## src/rtl/alu_ctrl_md_pkg.sv

```systemverilog
// Shared encodings for the ALU controller: ALUOp and funct codes, ALU control
// codes, sequencer state, and the combinational ALU control decode.
package alu_ctrl_md_pkg;

    localparam logic [2:0] ALUOP_MEM   = 3'b000;
    localparam logic [2:0] ALUOP_BEQ   = 3'b001;
    localparam logic [2:0] ALUOP_RTYPE = 3'b010;
    localparam logic [2:0] ALUOP_SLTI  = 3'b011;

    localparam logic [5:0] FUNCT_ADD   = 6'b100000;
    localparam logic [5:0] FUNCT_SUB   = 6'b100010;
    localparam logic [5:0] FUNCT_AND   = 6'b100100;
    localparam logic [5:0] FUNCT_OR    = 6'b100101;
    localparam logic [5:0] FUNCT_NOR   = 6'b100111;
    localparam logic [5:0] FUNCT_SLT   = 6'b101010;
    localparam logic [5:0] FUNCT_MULTU = 6'b011001;
    localparam logic [5:0] FUNCT_DIVU  = 6'b011011;
    localparam logic [5:0] FUNCT_MFHI  = 6'b010000;
    localparam logic [5:0] FUNCT_MFLO  = 6'b010010;

    localparam logic [3:0] CTRL_AND  = 4'b0000;
    localparam logic [3:0] CTRL_OR   = 4'b0001;
    localparam logic [3:0] CTRL_ADD  = 4'b0010;
    localparam logic [3:0] CTRL_SUB  = 4'b0110;
    localparam logic [3:0] CTRL_SLT  = 4'b0111;
    localparam logic [3:0] CTRL_NOR  = 4'b1100;
    localparam logic [3:0] CTRL_NONE = 4'b1111;

    typedef enum logic [1:0] {
        ST_IDLE = 2'd0,
        ST_MUL  = 2'd1,
        ST_DIV  = 2'd2
    } state_t;

    function automatic logic [3:0] decode_alu_ctrl(input logic [2:0] aluop,
                                                   input logic [5:0] funct);
        logic [3:0] ctrl;
        ctrl = CTRL_NONE;
        case (aluop)
            ALUOP_MEM:  ctrl = CTRL_ADD;
            ALUOP_BEQ:  ctrl = CTRL_SUB;
            ALUOP_SLTI: ctrl = CTRL_SLT;
            ALUOP_RTYPE: begin
                case (funct)
                    FUNCT_ADD: ctrl = CTRL_ADD;
                    FUNCT_SUB: ctrl = CTRL_SUB;
                    FUNCT_AND: ctrl = CTRL_AND;
                    FUNCT_OR:  ctrl = CTRL_OR;
                    FUNCT_NOR: ctrl = CTRL_NOR;
                    FUNCT_SLT: ctrl = CTRL_SLT;
                    default:   ctrl = CTRL_NONE;
                endcase
            end
            default: ctrl = CTRL_NONE;
        endcase
        return ctrl;
    endfunction

endpackage

```

## src/rtl/md_iter_core.sv

```systemverilog
// Iterative unsigned multiply / restoring divide, one bit per cycle.
// {P_hi, P_lo} holds {HI, LO} for multiply and {remainder, quotient} for divide.
module md_iter_core #(
    parameter int DATA_W = 32
) (
    input  logic              i_clk,
    input  logic              i_rst,
    input  logic              i_start,
    input  logic              i_op_div,
    input  logic              i_run,
    input  logic [DATA_W-1:0] i_a,
    input  logic [DATA_W-1:0] i_b,
    output logic              o_last,
    output logic [DATA_W-1:0] o_hi,
    output logic [DATA_W-1:0] o_lo
);

    localparam int CNT_W = $clog2(DATA_W);

    logic [CNT_W-1:0]    r_count;
    logic                r_div;
    logic [DATA_W-1:0]   r_opnd;
    logic [2*DATA_W-1:0] r_p;

    logic [DATA_W:0]     w_mul_sum;
    logic [DATA_W:0]     w_rem_sh;
    logic [DATA_W:0]     w_diff;
    logic [2*DATA_W-1:0] w_p_next;

    // NOTE: every signal gets a default at the top of always_comb so no path
    // can leave it unassigned and infer a latch.
    always_comb begin
        w_p_next  = r_p;
        w_mul_sum = {1'b0, r_p[2*DATA_W-1:DATA_W]} + (r_p[0] ? {1'b0, r_opnd} : '0);
        w_rem_sh  = r_p[2*DATA_W-1:DATA_W-1];
        w_diff    = w_rem_sh - {1'b0, r_opnd};
        if (r_div) begin
            if (!w_diff[DATA_W])
                w_p_next = {w_diff[DATA_W-1:0], r_p[DATA_W-2:0], 1'b1};
            else
                w_p_next = {r_p[2*DATA_W-2:DATA_W-1], r_p[DATA_W-2:0], 1'b0};
        end else begin
            w_p_next = {w_mul_sum, r_p[DATA_W-1:1]};
        end
    end

    // NOTE: sequential state uses non-blocking assignments so every register
    // samples pre-edge values regardless of statement order.
    always_ff @(posedge i_clk) begin
        if (i_rst)
            r_count <= '0;
        else if (i_start)
            r_count <= '0;
        else if (i_run)
            r_count <= r_count + 1'b1;
    end

    // NOTE: datapath registers carry no reset; they are always loaded on start
    // before any result derived from them is consumed.
    always_ff @(posedge i_clk) begin
        if (i_start) begin
            r_div  <= i_op_div;
            r_opnd <= i_op_div ? i_b : i_a;
            r_p    <= {{DATA_W{1'b0}}, (i_op_div ? i_a : i_b)};
        end else if (i_run) begin
            r_p    <= w_p_next;
        end
    end

    assign o_last = i_run & (r_count == CNT_W'(DATA_W - 1));
    assign o_hi   = w_p_next[2*DATA_W-1:DATA_W];
    assign o_lo   = w_p_next[DATA_W-1:0];

endmodule

```

## src/rtl/alu_ctrl_md.sv

```systemverilog
// EX-stage ALU controller: ALUOp/funct decode, MULTU/DIVU sequencer with HI/LO,
// MFHI/MFLO read-out and the pipeline stall handshake.
module alu_ctrl_md
    import alu_ctrl_md_pkg::*;
#(
    parameter int DATA_W  = 32,
    parameter int FUNCT_W = 6,
    parameter int ALUOP_W = 3,
    parameter int CTRL_W  = 4
) (
    input  logic               clk_i,
    input  logic               rst_i,
    input  logic [FUNCT_W-1:0] funct_i,
    input  logic [ALUOP_W-1:0] ALUOp_i,
    input  logic               issue_i,
    input  logic [DATA_W-1:0]  rs_data_i,
    input  logic [DATA_W-1:0]  rt_data_i,
    output logic [CTRL_W-1:0]  ALUCtrl_o,
    output logic               mf_valid_o,
    output logic [DATA_W-1:0]  mf_data_o,
    output logic               busy_o,
    output logic               stall_o,
    output logic               done_o,
    output logic [DATA_W-1:0]  hi_o,
    output logic [DATA_W-1:0]  lo_o
);

    state_t            r_state;
    state_t            w_state_next;
    logic [DATA_W-1:0] r_hi;
    logic [DATA_W-1:0] r_lo;
    logic              r_done;

    logic              w_rtype;
    logic              w_md_req;
    logic              w_mf_req;
    logic              w_busy;
    logic              w_start;
    logic              w_last;
    logic [DATA_W-1:0] w_res_hi;
    logic [DATA_W-1:0] w_res_lo;

    assign ALUCtrl_o = decode_alu_ctrl(ALUOp_i, funct_i);
    assign w_rtype   = (ALUOp_i == ALUOP_RTYPE);
    assign w_md_req  = issue_i & w_rtype & ((funct_i == FUNCT_MULTU) | (funct_i == FUNCT_DIVU));
    assign w_mf_req  = issue_i & w_rtype & ((funct_i == FUNCT_MFHI) | (funct_i == FUNCT_MFLO));

    always_ff @(posedge clk_i) begin
        if (rst_i)
            r_state <= ST_IDLE;
        else
            r_state <= w_state_next;
    end

    always_comb begin
        w_state_next = r_state;
        case (r_state)
            ST_IDLE: begin
                if (w_md_req)
                    w_state_next = (funct_i == FUNCT_DIVU) ? ST_DIV : ST_MUL;
            end
            ST_MUL, ST_DIV: begin
                if (w_last)
                    w_state_next = ST_IDLE;
            end
            default: w_state_next = ST_IDLE;
        endcase
    end

    always_comb begin
        w_busy  = (r_state != ST_IDLE);
        w_start = (r_state == ST_IDLE) & w_md_req;
    end

    md_iter_core #(
        .DATA_W (DATA_W)
    ) u_core (
        .i_clk    (clk_i),
        .i_rst    (rst_i),
        .i_start  (w_start),
        .i_op_div (funct_i == FUNCT_DIVU),
        .i_run    (w_busy),
        .i_a      (rs_data_i),
        .i_b      (rt_data_i),
        .o_last   (w_last),
        .o_hi     (w_res_hi),
        .o_lo     (w_res_lo)
    );

    // HI/LO are written only on the final iteration; reset aborts without a write.
    always_ff @(posedge clk_i) begin
        if (rst_i) begin
            r_hi   <= '0;
            r_lo   <= '0;
            r_done <= 1'b0;
        end else begin
            r_done <= w_last;
            if (w_last) begin
                r_hi <= w_res_hi;
                r_lo <= w_res_lo;
            end
        end
    end

    always_comb begin
        mf_data_o = '0;
        if (w_mf_req && funct_i == FUNCT_MFHI)
            mf_data_o = r_hi;
        else if (w_mf_req && funct_i == FUNCT_MFLO)
            mf_data_o = r_lo;
    end

    assign busy_o     = w_busy;
    assign stall_o    = w_busy & (w_md_req | w_mf_req);
    assign mf_valid_o = w_mf_req & ~w_busy;
    assign done_o     = r_done;
    assign hi_o       = r_hi;
    assign lo_o       = r_lo;

endmodule

```

## config.mk

```make
export PLATFORM = sky130hd
export DESIGN_NAME = alu_ctrl_md
export DESIGN_NICKNAME = d
export VERILOG_FILES = /design/src/rtl/alu_ctrl_md_pkg.sv /design/src/rtl/md_iter_core.sv /design/src/rtl/alu_ctrl_md.sv
export SDC_FILE = /design/constraint.sdc
export NUM_CORES = 1
export LEC_CHECK = 0
export ABC_AREA = 1
export BUFFER_PORTS_ARGS = -buffer_cell sky130_fd_sc_hd__buf_2
export CORE_ASPECT_RATIO = 0.7
export CORE_UTILIZATION = 50
export CTS_CLUSTER_DIAMETER = 40
export DETAILED_ROUTE_END_ITERATION = 8
export PLACE_DENSITY = 0.72
export SYNTH_ARGS = -nofsm -noshare
export SYNTH_HDL_FRONTEND = slang
export SYNTH_SLANG_ARGS = --single-unit
```

## constraint.sdc

```tcl
create_clock -name clk_i -period 6.95 [get_ports clk_i]
set_input_delay 0.3475 -clock clk_i [delete_from_list [all_inputs] [get_ports clk_i]]
set_output_delay 0.3475 -clock clk_i [all_outputs]
set_load 0.03 [all_outputs]
```

==> flow_summary_export.csv, run 1 <==
group,metric,value,unit
floorplan,die-area,27990,um^2
timing,whs,182.6,ps
floorplan,coreArea,26780,um^2
clocking,post_cts_resized,0,
timing,drv_slew,0,
floorplan,die_w,199.5,um
power,p_per_area,204.1,nW/um^2
detailed_routing,avgViaCountPerCell,5.396,
grt,antenna_found_initial,1,
power,peakVddDrop,0.0001825,V
worst_setup_path,crit_family,"simple AND/OR/NAND/NOR gates",
job,maxCapViolCount,0,
timing,max_slew.worst_pin.slew,1153,ps
detailed_routing,ant_nets,0,
worst_setup_path,slowest_stage,"nand2_1",
worst_setup_path,crit_chain,"buf_2, nor2_1, nand2_1, inv_1, nand2_1, inv_1, nand3_1, inv_1, nand2_1, o21ai_0, buf_2",
final_layout,antenna_cells,0,
final_layout,layout.nets,2561,
timing,finalCritPeriodShare,56.99,%
timing,setup_violations,0,
timing,setup-tns-final,0,ps
timing,period_minus_slack,3961,ps
detailed_routing,vias,15070,
grt,first_global_vias,13230,
detailed_routing,totalWireLength,47490,um
clocking,clkLatencyLatePin,450,ps
clocking,cts-root-buf,"clkbuf_16",
synth,synth-edff-count,65,
synth,ys_seq_area_share,29.53,%
synth,yosysWarnings,0,
power,leakagePower,0.008611,uW
floorplan,ioPinCount,180,
timing,max_slew_margin,23.05,%
timing,hold_violations,0,
clocking,clk_pin_slew,70,ps
grt,use_met3,6.790,%
synth,ys.flop_type,"dfxtp_1",
place,gp_congestion,0.9670,
synth,synth_area_leaders,"nand2_1 23%, dfxtp_1 15%, edfxtp_1 14%",
place,dp_hpwl,36670,um
clocking,ctsHoldBuffers,0,
clocking,cts_tree,"yes",
worst_setup_path,critical_path_peak_fanout,33,
synth,synth_most_common_cell,"nand2_1",
clocking,clock-sinks,169,
clocking,htree_levels,4,
grt,grt-ovfl-total,0,
worst_setup_path,cp.arrival,3610,ps
floorplan,start_util,51.01,%
grt,grt_pass1_wl,72900,um
floorplan,fp.dieH,140.3,um
timing,finClkSkew,9.284,ps
final_layout,final_util,57.34,%
detailed_routing,drc,0,
synth,ys_ff_latch,169,
worst_setup_path,cp-start-kind,"input pin",
synth,async_reset_ff_share,0,%
grt,grt_use_met1,48.84,%
detailed_routing,first_pass_iters,6,
worst_setup_path,cp-end-kind,"output pin",
final_layout,layout-drive-gt1-share,10.66,%
grt,grt_util_all_layers,34.28,%
worst_setup_path,critPathRequiredTime,6600,ps
synth,yosys.area.top_type_share,23.44,%
detailed_routing,first_iter_violations,1382,
grt,grtUsageMet2,52.54,%
floorplan,std_cell_rows,50,
timing,grt_setup_unrepaired,"false",
synth,synth.avg_cell_area,5.964,um^2
clocking,cts_setup_buffers,0,
detailed_routing,wire_per_inst,17.00,um
worst_setup_path,slowest_delay,1000,ps
grt,grt.busiest_layer,"met2",
synth,synth_nets,2435,
timing,timing.fmax,252.5,MHz
synth,synth.cell_area,13660,um^2
synth,synth_cells,2290,
synth,synth.distinct_cells,39,
clocking,cts-buffers-inserted,17,
clocking,cts_max_path_buffers,2,
place,io_buffer_count,179,
run_status,status,"finished, final reports clean",
worst_setup_path,critPathKind,"in -> out",
synth,synth_common_cells,"853 x nand2_1, 388 x inv_1, 157 x nand3_1",
final_layout,areaGrowthSynthToFinish,12.41,%
hold_path,hold_path_class,"in -> reg",
worst_setup_path,cp_num_buf_inv,5,
grt,grt_max_degree,99,
synth,synth_top_area_cell,"nand2_1",
## cells by family after synthesis
logic type | share of synthesized area, %
AO/OA/AOI/OAI | 12.26
adder cells (fa/ha/maj) | 6.431
AND/OR/NAND/NOR | 37.15
buffers and inverters | 13.48
XOR/XNOR | 1.154
flip-flops | 29.53
## sequential cells by signal (all words and copies together), names as in the netlist
register / cells
u_core.r_p: 64
hi_o: 32
lo_o: 32
u_core.r_opnd: 32
u_core.r_count: 5
r_state: 2
done_o: 1
u_core.r_div: 1
## metal layers
metal	up-vias	routed length, um
li1	7434	-
met1	6878	21420
met2	697	20650
met3	61	4518
met4	2	897
met5	-	10
## cells in the final DEF, fill, tap and decap left out, types with 2 or more instances in the layout
| cell type | instances |
|---|---|
| o21bai_1 | 5 |
| clkinvlp_4 | 3 |
| nand2_4 | 2 |
| nor2_1 | 142 |
| nand2_2 | 16 |
| nand3b_1 | 15 |
| clkinv_4 | 3 |
| o21ai_0 | 141 |
| inv_1 | 386 |
| bufinv_16 | 3 |
| inv_2 | 5 |
| or2_2 | 6 |
| dfxtp_1 | 104 |
| nor2_4 | 2 |
| a31oi_1 | 2 |
| nor3_1 | 18 |
| nand3_1 | 157 |
| and2_1 | 6 |
| a21oi_1 | 132 |
| a21o_1 | 4 |
| nor4_1 | 4 |
| nand4_1 | 9 |
| clkbuf_16 | 17 |
| ha_1 | 67 |
| buf_2 | 179 |
| buf_4 | 11 |
| nand2_1 | 853 |
| xor2_1 | 15 |
| fa_1 | 2 |
| o22ai_1 | 32 |
| inv_6 | 3 |
| nor2_2 | 6 |
| xnor2_1 | 3 |
| o21a_1 | 2 |
| edfxtp_1 | 65 |
| inv_8 | 2 |
## metrics by stage
step | worst slack [ps] | cells | cell area (um^2) | total power (uW)
after floorplan | 4345 | 2290 | 13660 | 1846
after CTS | 3087 | 2793 | 15350 | 3117
after detailed placement | 3089 | 2761 | 14740 | 2099
final | 2989 | 2793 | 15350 | 3134
after global routing | 2651 | 2793 | 15350 | 3312
after global placement | 3288 | 2761 | 14740 | 2091
## worst paths after layout
check,start,slack [ps],depth (start not counted),to
max reg2reg,u_core.r_p[0],3800,18,hi_o[23]
min reg2reg,r_state[1],470,2,r_state[1]
min,rt_data_i[18],180,3,u_core.r_opnd[18]
max,ALUOp_i[2],2990,11,mf_data_o[21]
## where the power goes
group / switching (uW) / internal (uW)
logic: 684 / 317
registers: 49.4 / 1060
clock network: 451 / 575
total: 1180 / 1950
## worst register-to-register path, delay by kind of cell (launching register included)
kind | cells | cell delay, ps
fa+ha+maj | 2 | 690
flops | 1 | 370
buf+inv | 4 | 490
simple gates | 10 | 1150
compound gates | 2 | 350
## cell type report
type / count / area [um^2]
Clock buffer: 18 / 429.2
Clock inverter: 14 / 187.7
Fill cell: 2773 / 11420
Inverter: 391 / 1468
Multi-Input combinational cell: 1647 / 7801
Sequential cell: 169 / 4034
Tap cell: 364 / 455.4
Timing Repair Buffer: 190 / 978.4
No activity file was read; power rests on OpenSTA's default activity.
==> run 2, diff against run 1 <==
- ABC_AREA: 1 -> 0
- clock period: 6.95 -> 3.8 ns (I/O delays scaled with it)
==> flow_summary_export.csv, run 2 <==
group,metric,value,unit
worst_setup_path,cp.arrival,4020,ps
final_layout,largest_register,"u_core.r_p",
floorplan,start_util,51.74,%
final_layout,fillCellCount,2032,
place,io_buffer_count,179,
worst_setup_path,slowest_stage,"edfxtp_1",
synth,ys_ff_latch,169,
timing,finClkSkew,17.12,ps
final_layout,layout-drive-gt1-share,21.37,%
floorplan,coreArea,23020,um^2
grt,grt_pass1_wl,57100,um
timing,setup-tns-final,0,ps
place,gp_congestion,0.9863,
timing,max_slew.worst_pin.slew,818.7,ps
clocking,cts_tree,"yes",
clocking,clk_pin_slew,80,ps
worst_setup_path,startpoint,"u_core.r_p[0]",
detailed_routing,ant_nets,0,
clocking,cts-root-buf,"clkbuf_16",
timing,drv_slew,0,
worst_setup_path,slowest_delay,410,ps
timing,setup_violations,0,
job,maxCapViolCount,0,
clocking,clock-sinks,169,
floorplan,std_cell_rows,46,
floorplan,die_w,186.5,um
place,dp_slack,29.61,ps
final_layout,areaGrowthSynthToFinish,15.18,%
clocking,htree_levels,4,
timing,timing.fmax,273.9,MHz
worst_setup_path,crit_chain,"and2_1, ha_1, fa_2, a211oi_2, o211ai_1, a31oi_2, o41a_1, a21oi_1, a221o_1, a221oi_2, xnor2_1, a22oi_2, a211oi_2",
worst_setup_path,cp-start-kind,"flip-flop",
synth,synth_common_cells,"137 x nor2_1, 130 x a21oi_1, 104 x dfxtp_1",
synth,async_reset_ff_share,0,%
detailed_routing,avgViaCountPerCell,5.958,
worst_setup_path,critical_path_peak_fanout,3,
detailed_routing,drc,0,
worst_setup_path,worstReg2RegStart,"u_core.r_p[0]",
synth,synth_area_leaders,"dfxtp_1 17%, edfxtp_1 16%, ha_1 7.0%",
final_layout,layout_common_cells,"179 x buf_2, 136 x nor2_1, 130 x a21oi_1",
synth,synth_nets,1513,
synth,yosysWarnings,0,
final_layout,multi_input_area,7318,um^2
detailed_routing,vias,10930,
synth,synth-edff-count,65,
floorplan,ioPinCount,180,
detailed_routing,totalWireLength,36510,um
worst_setup_path,cp_common_cell,"a211oi_2",
clocking,cts_max_path_buffers,2,
synth,synth_most_common_cell,"nor2_1",
synth,yosys.area.top_type_share,17.48,%
worst_setup_path,critPathKind,"reg -> reg",
run_status,status,"finished, final reports clean",
synth,ys_seq_area_share,33.86,%
synth,synth.cell_area,11910,um^2
synth,ys.flop_type,"dfxtp_1",
hold_path,min-delay-start,"rt_data_i[12]",
timing,fin_ws,149.3,ps
synth,synth.distinct_cells,73,
final_layout,largest_register_ffs,64,
grt,grt_max_degree,109,
grt,grt_util_all_layers,29.78,%
floorplan,fp.dieH,131.1,um
power,leakagePower,0.005751,uW
power,peakVddDrop,0.0003274,V
detailed_routing,first_iter_violations,785,
final_layout,seq_area,4034,um^2
hold_path,hold_path_class,"in -> reg",
synth,synth.avg_cell_area,8.708,um^2
place,dp_hpwl,26870,um
final_layout,layout.nets,1653,
timing,hold_violations,0,
clocking,ctsHoldBuffers,0,
grt,first_global_vias,10080,
detailed_routing,first_pass_iters,5,
final_layout,layout_commonest_cell,"buf_2",
power,power,4928,uW
worst_setup_path,critPathRequiredTime,4170,ps
floorplan,die-area,24460,um^2
synth,synth_cells,1368,
timing,period_minus_slack,3651,ps
worst_setup_path,cp-end-kind,"flip-flop",
clocking,clkLatencyLatePin,450,ps
clocking,cts-buffers-inserted,17,
power,p_per_area,359.2,nW/um^2
synth,synth_top_area_cell,"dfxtp_1",
timing,finalCritPeriodShare,96.07,%
grt,antenna_found_initial,1,
grt,grt-ovfl-total,0,
detailed_routing,wire_per_inst,19.91,um
timing,max_slew_margin,45.42,%
## run 2: power breakdown
group | switching (uW) | total [uW] | leakage, uW | internal, uW
Combinational | 692 | 1160 | 0.00405 | 469
Sequential | 65.1 | 1990 | 0.00143 | 1920
Clock | 794 | 1780 | 0.000270 | 988
## run 2: path summary, 6_finish.rpt
check,to,slack (ps),cells past startpoint
max,hi_o[27],150,13
min,u_core.r_opnd[12],60,2
max reg2reg,hi_o[27],150,13
min reg2reg,lo_o[0],480,2
## run 2: layer usage
layer  part of all wire [%]  vias up  track usage [%]
met5                      0        -                0
met4                    2.4        0            8.925
met3                    7.2       45            6.010
met2                     45      421            47.26
met1                     46     5179            40.77
li1                       -     5282                -
## run 2: stage by stage
step / std cells / instance area (um^2) / hold slack (ps) / utilization, %
floorplan: 1368 / 11910 / 409.9 / -
global placement: 1799 / 13100 / 458.8 / 56.89
detailed placement: 1799 / 13100 / 466.8 / 56.89
CTS: 1831 / 13680 / 49.99 / 59.44
global route: 1833 / 13720 / 54.25 / 59.59
finish: 1834 / 13720 / 63.38 / 59.60
## run 2: repair_timing
item / 4_1_cts / 5_1_grt
setup endpoints to repair: 0 / 12
endpoints found under the hold margin: 0 / 0
buffers inserted: 0 / 2
resized for setup: 0 / 6
## run 2: layout make-up
class,instances,share of cell area [%]
clock inverters,14,1.076
clock buffers,18,3.201
inverters,54,1.477
multi-input cells,1055,53.34
diodes,1,0.01824
flip-flops and latches,169,29.40
well taps,312,2.845
repair buffers,211,8.645
## run 2: cell families after synthesis
group	after synthesis	share of synthesized area [%]
fa+ha+maj	69	7.373
mux	105	9.169
simple gates	395	16.03
xor+xnor	57	4.191
buf+inv	144	5.010
flops	169	33.86
compound gates	429	24.37
## run 2: critical path: cells and delay by family, from the launching register on
kind	cells	cell delay (ps)
xor+xnor	1	180
compound gates	9	2170
simple gates	1	160
fa+ha+maj	2	640
flops	1	410
